### src/rtl/perm_sched.sv
// perm_sched: burst sequencer that pushes N-lane beats through a combinational bitonic
// lane permutation network into a 2-entry output FIFO. Optional macro: PERM_EXT_TAG_EN.
module perm_sched #(
  parameter int N     = 8,
  parameter int W     = 1,
  parameter int LOG2N = $clog2(N),
  parameter int LW    = 8
) (
  input  logic               clk,
  input  logic               rst_n,
  input  logic               start,
  input  logic [LOG2N-1:0]   cfg_stage,
  input  logic               cfg_inv,
  input  logic [LW-1:0]      cfg_len,
  input  logic               in_valid,
  output logic               in_ready,
  input  logic [N*W-1:0]     in_bus,
  output logic               out_valid,
  input  logic               out_ready,
  output logic [N*W-1:0]     out_bus,
  output logic               busy,
  output logic               done,
`ifdef PERM_EXT_TAG_EN
  input  logic               cfg_ext,
  input  logic [N*LOG2N-1:0] ext_dest_bus,
  output logic               err,
`endif
  output logic [1:0]         dbg_state
);

  // Handshakes: a beat moves on a rising edge where valid && ready; valid never waits on
  // ready, and once raised valid and its data stay put until the transfer happens.

  typedef enum logic [1:0] {IDLE = 2'd0, RUN = 2'd1, DRAIN = 2'd2} state_t;

  state_t             state;
  logic [LOG2N-1:0]   s_r;
  logic               inv_r;
  logic [LW-1:0]      rem;

  logic [N*W-1:0]     fifo_mem [2];
  logic               wr_ptr;
  logic               rd_ptr;
  logic [1:0]         fifo_cnt;
  logic [1:0]         cnt_nxt;
  logic               push;
  logic               pop;

  logic [LOG2N-1:0]   tag [N];
  logic [LOG2N-1:0]   key [N];
  logic [W-1:0]       dat [N];
  logic [LOG2N-1:0]   key_t;
  logic [W-1:0]       dat_t;
  logic [2*LOG2N-1:0] dbl;
  logic [N*W-1:0]     perm_bus;

`ifdef PERM_EXT_TAG_EN
  logic               ext_r;
  logic               dup;
`endif

  assign push      = in_valid && in_ready;
  assign out_valid = (fifo_cnt != 2'd0);
  assign pop       = out_valid && out_ready;
  assign cnt_nxt   = fifo_cnt + {1'b0, push} - {1'b0, pop};
  assign out_bus   = fifo_mem[rd_ptr];
  assign dbg_state = state;

  // Destination tags: rotate the lane index within LOG2N bits via a doubled copy.
  always_comb begin
    dbl = '0;
    tag = '{default: '0};
    for (int i = 0; i < N; i++) begin
      dbl = {LOG2N'(i), LOG2N'(i)};
      if (inv_r) begin
        dbl    = dbl >> s_r;
        tag[i] = dbl[LOG2N-1:0];
      end else begin
        dbl    = dbl << s_r;
        tag[i] = dbl[2*LOG2N-1:LOG2N];
      end
`ifdef PERM_EXT_TAG_EN
      if (ext_r) tag[i] = ext_dest_bus[i*LOG2N +: LOG2N];
`endif
    end
  end

`ifdef PERM_EXT_TAG_EN
  always_comb begin
    dup = 1'b0;
    for (int i = 0; i < N; i++) begin
      for (int j = i + 1; j < N; j++) begin
        if (tag[i] == tag[j]) dup = 1'b1;
      end
    end
  end
`endif

  // Bitonic network sorting (tag, lane) pairs ascending by tag; sorted slot p is output lane p.
  always_comb begin
    key_t    = '0;
    dat_t    = '0;
    perm_bus = '0;
    for (int i = 0; i < N; i++) begin
      key[i] = tag[i];
      dat[i] = in_bus[i*W +: W];
    end
    for (int k = 2; k <= N; k = k * 2) begin
      for (int j = k / 2; j > 0; j = j / 2) begin
        for (int i = 0; i < N; i++) begin
          if ((i ^ j) > i) begin
            if (((i & k) == 0) ? (key[i] > key[i ^ j]) : (key[i] < key[i ^ j])) begin
              key_t      = key[i];
              dat_t      = dat[i];
              key[i]     = key[i ^ j];
              dat[i]     = dat[i ^ j];
              key[i ^ j] = key_t;
              dat[i ^ j] = dat_t;
            end
          end
        end
      end
    end
    for (int p = 0; p < N; p++) begin
      perm_bus[p*W +: W] = dat[p];
    end
  end

  always_ff @(posedge clk or negedge rst_n) begin
    if (!rst_n) begin
      state    <= IDLE;
      s_r      <= '0;
      inv_r    <= 1'b0;
      rem      <= '0;
      in_ready <= 1'b0;
      busy     <= 1'b0;
      done     <= 1'b0;
`ifdef PERM_EXT_TAG_EN
      ext_r    <= 1'b0;
      err      <= 1'b0;
`endif
    end else begin
      done <= 1'b0;
`ifdef PERM_EXT_TAG_EN
      if (push && ext_r && dup) err <= 1'b1;
`endif
      case (state)
        IDLE: begin
          if (start) begin
            s_r   <= cfg_stage;
            inv_r <= cfg_inv;
            rem   <= cfg_len;
`ifdef PERM_EXT_TAG_EN
            ext_r <= cfg_ext;
`endif
            if (cfg_len != '0) begin
              state    <= RUN;
              busy     <= 1'b1;
              in_ready <= 1'b1;
            end else begin
              done <= 1'b1;
            end
          end
        end
        RUN: begin
          // in_ready is registered from the next FIFO count, so it never sees out_ready combinationally.
          in_ready <= (cnt_nxt < 2'd2);
          if (push) begin
            rem <= rem - 1'b1;
            if (rem == LW'(1)) begin
              state    <= DRAIN;
              in_ready <= 1'b0;
            end
          end
        end
        DRAIN: begin
          in_ready <= 1'b0;
          if (cnt_nxt == 2'd0) begin
            state <= IDLE;
            busy  <= 1'b0;
            done  <= 1'b1;
          end
        end
        default: begin
          state    <= IDLE;
          in_ready <= 1'b0;
          busy     <= 1'b0;
        end
      endcase
    end
  end

  always_ff @(posedge clk or negedge rst_n) begin
    if (!rst_n) begin
      fifo_mem[0] <= '0;
      fifo_mem[1] <= '0;
      wr_ptr      <= 1'b0;
      rd_ptr      <= 1'b0;
      fifo_cnt    <= 2'd0;
    end else begin
      if (push) begin
        fifo_mem[wr_ptr] <= perm_bus;
        wr_ptr           <= ~wr_ptr;
      end
      if (pop) rd_ptr <= ~rd_ptr;
      fifo_cnt <= cnt_nxt;
    end
  end

endmodule

### config.mk
export PLATFORM = sky130hd
export DESIGN_NAME = perm_sched
export DESIGN_NICKNAME = d
export VERILOG_FILES = /design/src/rtl/perm_sched.sv
export SDC_FILE = /design/constraint.sdc
export NUM_CORES = 1
export LEC_CHECK = 0
export ABC_AREA = 1
export ABC_CLOCK_PERIOD_IN_PS = 9600
export BUFFER_PORTS_ARGS = -buffer_cell sky130_fd_sc_hd__buf_2
export CAP_MARGIN = 20
export CORE_ASPECT_RATIO = 1.2
export CORE_MARGIN = 2
export CORE_UTILIZATION = 35
export CTS_BUF_LIST = sky130_fd_sc_hd__clkbuf_4 sky130_fd_sc_hd__clkbuf_8
export DETAILED_ROUTE_END_ITERATION = 6
export PLACE_DENSITY = 0.55
export SETUP_SLACK_MARGIN = 0.15
export SLEW_MARGIN = 0
export SYNTH_ARGS = -nofsm -noshare
export SYNTH_HDL_FRONTEND = slang
export SYNTH_SLANG_ARGS = --single-unit
### constraint.sdc
create_clock -name clk -period 9.6 [get_ports clk]
set_input_delay 0 -clock clk [delete_from_list [all_inputs] [get_ports clk]]
set_output_delay 0 -clock clk [all_outputs]
set_load 0.01 [all_outputs]
### Word-level counts from Yosys, hierarchy flattened

Cells that the tools add are included.

| cells by class | value |
|---|---|
| add/subtract/negate cells | 3 |
| $lt $le $gt $ge | 28 |
| eq/ne operators | 8 |
| shift-type cells | 16 |
| mux-type cells | 102 |
| bitwise logic cells | 5 |
| reductions and logical operators | 13 |

Operators by type and width:

| operator | number |
|---|---|
| $mux 3 | 32 |
| $gt 3x3->1 | 18 |
| $mux 6 | 8 |
| $mux 8 | 6 |
| $mux 2 | 17 |
| $mux 1 | 32 |
| $shl 6x3->6 const A | 4 |
| $shr 6x3->3 const A | 4 |
| $lt 3x3->1 | 6 |
| $bwmux 16 | 1 |
| $pmux 8 s2 | 1 |
| $shl 5x3->6 const A | 2 |
| $ne 2x2->1 const B | 5 |
| $shr 5x3->3 const A | 2 |
| $demux 8 s1 | 1 |
| $eq 8x1->1 const B | 1 |
| $reduce_bool 8->1 | 1 |
| $sub 8x1->8 const B | 1 |
| $pmux 2 s3 | 1 |
| $shl 1x3->6 const A | 1 |
| $shl 4x3->6 const A | 1 |
| $reduce_and 5->1 | 1 |
| $ge 2x2->1 const B | 2 |
| $logic_not 2->1 | 2 |
| other kinds (17) | 25 |

| storage, ports and cells | value |
|---|---|
| bits in registers | 37 |
| bits of input ports | 25 |
| output and inout port bits | 14 |
| word-level logic and storage cells | 187 |

### Longest topological paths before layout

| logic depth | value |
|---|---|
| word-level depth | 15 |
| mapped depth | 57 |

### Worst setup path after synthesis

Ideal clock, no wire load.

| path | value |
|---|---|
| kind | reg-to-reg |
| from | register s_r[0] |
| to | register fifo_mem[0] in the netlist's numbering |
| arrival | 7,722 ps |
| data required time | 9,482 ps |
| slack | 1,761 ps |
| stages on the path, launching flop included | 52 |
| path buffers | 1 |
| cell sequence | dfrtp_1 -> inv_1 -> ha_1 -> nor2_8 -> nor2_1 -> inv_1 -> ha_1 -> inv_1 -> a21oi_1 -> nand2_4 -> buf_6 -> nand2_1 -> o21ai_4 -> ha_1 -> inv_1 -> a31oi_1 -> nand2_1 -> inv_1 -> (+16 left out) -> o21ai_2 -> ha_1 -> a31oi_1 -> nand2_1 -> inv_1 -> a31oi_1 -> inv_1 -> nand2_1 -> o21ai_1 -> ha_1 -> nand2_1 -> nor2_1 -> a211oi_1 -> a31oi_1 -> inv_1 -> nand3_1 -> nand3_1 -> nand2_1 |

| between the ends | value |
|---|---|
| longest elaborated chain between the ends | 15 |
| elaborated cells on any way between the ends | 89 |
| those cells by class | order compare (19); shift (16); mux (54) |

Ends and longest elaborated chain:

| item | RTL line | source |
|---|---|---|
| from (decl) | 37 | `logic [LOG2N-1:0] s_r;` |
| from (signal assigned) | 150 | `s_r <= cfg_stage;` |
| $shl 4x3->6 (tied with other cells) | 79 | `dbl = dbl << s_r;` |
| $mux 3 | 75 | `if (inv_r) begin` |
| $gt 3x3->1 or $lt 3x3->1 (tied branches) | 112 | `if (((i & k) == 0) ? (key[i] > key[i ^ j]) : (key[i] < key[i ^ j])) begin` |
| $mux 6 | 112 |  |
| $gt 3x3->1 or $lt 3x3->1 (tied branches) | 112 |  |
| $mux 3 | 112 |  |
| $gt 3x3->1 or $lt 3x3->1 (tied branches) | 112 |  |
| $mux 6 | 112 |  |
| $gt 3x3->1 | 112 |  |
| $mux 3 | 112 |  |
| $gt 3x3->1 | 112 |  |
| $mux 3 | 112 |  |
| $gt 3x3->1 | 112 |  |
| $mux 2 * | 112 |  |
| $bwmux 16 * | 202 | `fifo_mem[wr_ptr] <= perm_bus;` |
| to (signal, indexed assignment) | 202 |  |
| to (decl) | 41 | `logic [N*W-1:0] fifo_mem [2];` |

Every way passes the cells marked *; elsewhere a longest branch is shown, timed or not.
A chain may end at the register's enable or synchronous reset.

### Final worst setup path

| path | value |
|---|---|
| from | register s_r[1] |
| to | register fifo_mem[8] in the netlist's numbering |

The elaborated chain is that of the path after synthesis.

==> reports/qor.yml <==
synth_area_leaders: "ha_1, dfrtp_1, nand2_1"
multiInputGateArea_um2: 4110
grt_pass1_wl_um: 24700
path_buf_inv: 11
viasPerCell: 4.90
cts.sinks: 37
diodes: 0
synth_edf_count: 0
wire_per_inst_um: 13.1
register_area_um2: 926
syn_avg_cell_area_um2: 6.56
fin_util_pct: 39.8
drive_gt1_share_pct: 15.8
clk_latency_ns: 0.29
dr.pass1.iters: 5
synth_area_um2: 5510
critPathRequiredTime_ns: 9.84
final_max_slew_viol_count: 0
tritoncts: "yes"
detail-route-antenna-nets: 0
synthArstFlopShare_pct: 100
rsz0062_at_grt: "no"
status: "completed"
finalSetupTns_ns: 0
vias: 5408
min-delay-path-class: "in -> reg"
grt_max_degree: 38
antenna_found_initial: 0
io_buffers: 38
cpMaxStageDelayCell: "a21boi_1"
worstSetupEndpointType: "register"
hold_depth: 3
tightest_slew_ns: 0.918
cts.clk_slew.worst_paths_ns: 0.08
cp_top_family: "compound AO/OA/AOI/OAI gates"
drv_cap: 0
report.final.hold_viol_count: 0
area_growth_syn_to_layout_pct: 11.9
critical_path.max_stage_delay_ns: 0.49
htreeDepth: 2
dpl_worst_slack_ns: 0.671
synth_flop_cell: "dfrtp_1"
fin_crit_ns: 8.40
reg2regPathDepth: 49
yosys.area.top_type_share_pct: 19.1
yosysTopAreaCell: "ha_1"
fin_worst_skew_ns: 0.00749
synth_common_cells: "nand2_1, inv_1, nand3_1"
synth_seq_area_share_pct: 16.8
synth_seq_cells: 37
die_area_um2: 16800
fp.dieW_um: 119
place.gp.congestion: 0.883
rows: 50
grt.overflow.total: 0
relSlewSlack_pct: 38.6
core_um2: 15500
cp_num_cells: 49
r2r_setup_slack_ns: 1.20
r2r-start: "s_r[1]"
ios: 39
start_util_pct: 35.5
yosysMostFrequentCell: "nand2_1"
min_to: "rem[2]"
critPathMaxFanout: 14
dp_hpwl_um: 12300
route.detailed.drc: 0
timing.final.ws_setup_ns: 1.20
fmax_ghz: 0.119
crit_type: "reg -> reg"
cts_max_path_buffers: 2
root_buffer: "clkbuf_8"
arrival_ns: 8.64
numCtsBuffers: 5
cts_setup_buffers: 0
grt_pass1_vias: 5184
min_from: "cfg_len[2]"
drtIter0Drc: 191
nFillCells: 1701
yosysUniqueCellTypes: 44
ys.warnings.count: 0
netlist_instances: 841
routed_wl_um: 14500
period_share_pct: 87.5
die_h_um: 141
grt_usage_pct: 17.9
nets: 1004
cp-start-kind: "register"
setup_viol: 0
r2r_end: "fifo_mem[8]"
[metal layers]
metal	up-vias	share of wire, %	global-route usage (%)
met5	-	0	0
met1	2396	46	22.0
met2	66	50	32.7
met3	20	1.7	1.45
met4	0	2.8	6.08
li1	2926	-	-
[state kept, by name, indices dropped and copies added (netlist names)]
name and cells:
done 1, fifo_mem 16, in_ready 1, rd_ptr 1, busy 1, s_r 3, wr_ptr 1, fifo_cnt 2
rem 8, dbg_state 2, inv_r 1
[per-stage QoR]
stage,hold WS (ns),area (um^2),std cells
3_5_place_dp,0.163,5960,1087
6_report,0.0237,6170,1104
3_3_place_gp,0.166,5960,1087
4_1_cts,0.00730,6150,1104
2_1_floorplan,-0.296,5520,842
5_1_grt,0.0358,6170,1104
[logic make-up (layout without fill, tap and decap cells)]
| logic type | count (synthesis) | count (layout) | share of synthesized area [%] |
|---|---|---|---|
| compound gates | 178 | 178 | 21.2 |
| xor+xnor | 3 | 3 | 0.477 |
| fa+ha+maj | 84 | 84 | 19.1 |
| buf+inv | 126 | 180 | 9.03 |
| flops | 37 | 37 | 16.8 |
| other cells | 2 | 3 | 0.136 |
| simple gates | 411 | 411 | 33.3 |
[repair_timing]
action                     CTS  global route
hold buffers                 9             0
resized for setup            0             3
setup endpoints to repair    0            12
hold endpoints to repair    45             0
[how the worst max path moves through the flow]
stage            from  slack [ns]           end
6_report       s_r[1]        1.20   fifo_mem[8]
5_1_grt        s_r[0]        0.20  fifo_mem[11]
4_1_cts        s_r[1]        0.65  fifo_mem[12]
3_5_place_dp   s_r[1]        0.67  fifo_mem[12]
3_3_place_gp   s_r[1]        0.74  fifo_mem[12]
2_1_floorplan  s_r[0]        1.76   fifo_mem[0]
[layout by cell type (no fill, tap or decap), drive strengths merged, types with 16 or more instances in the layout]
cell	synthesis	layout
dfrtp	37	37
ha	84	84
nand2	270	270
o21ai	113	113
inv	116	116
a31oi	27	27
nand3	90	90
buf	3	44
nor2	38	38
a21oi	16	16
[final cells by class]
class                      instances  share of cell area [%]
multi-input combinational        679                    66.7
clock buffer                       6                    1.34
sequential                        37                    15.0
tap                              208                    4.22
timing repair buffer              53                    5.27
clock inverter                     2                   0.223
inverter                         119                    7.28
[worst register-to-register path, delay by kind of cell, from the launching register on]
family	cells	cell delay, ns
flip-flops	1	0.41
AO/OA/AOI/OAI	15	2.46
AND/OR/NAND/NOR	16	1.81
buffers and inverters	11	1.60
adder cells (fa/ha/maj)	7	2.07
Power is left out: the tool's default activity adds up to more than one toggle a clock period on the data nets, which glitch-free logic cannot reach.
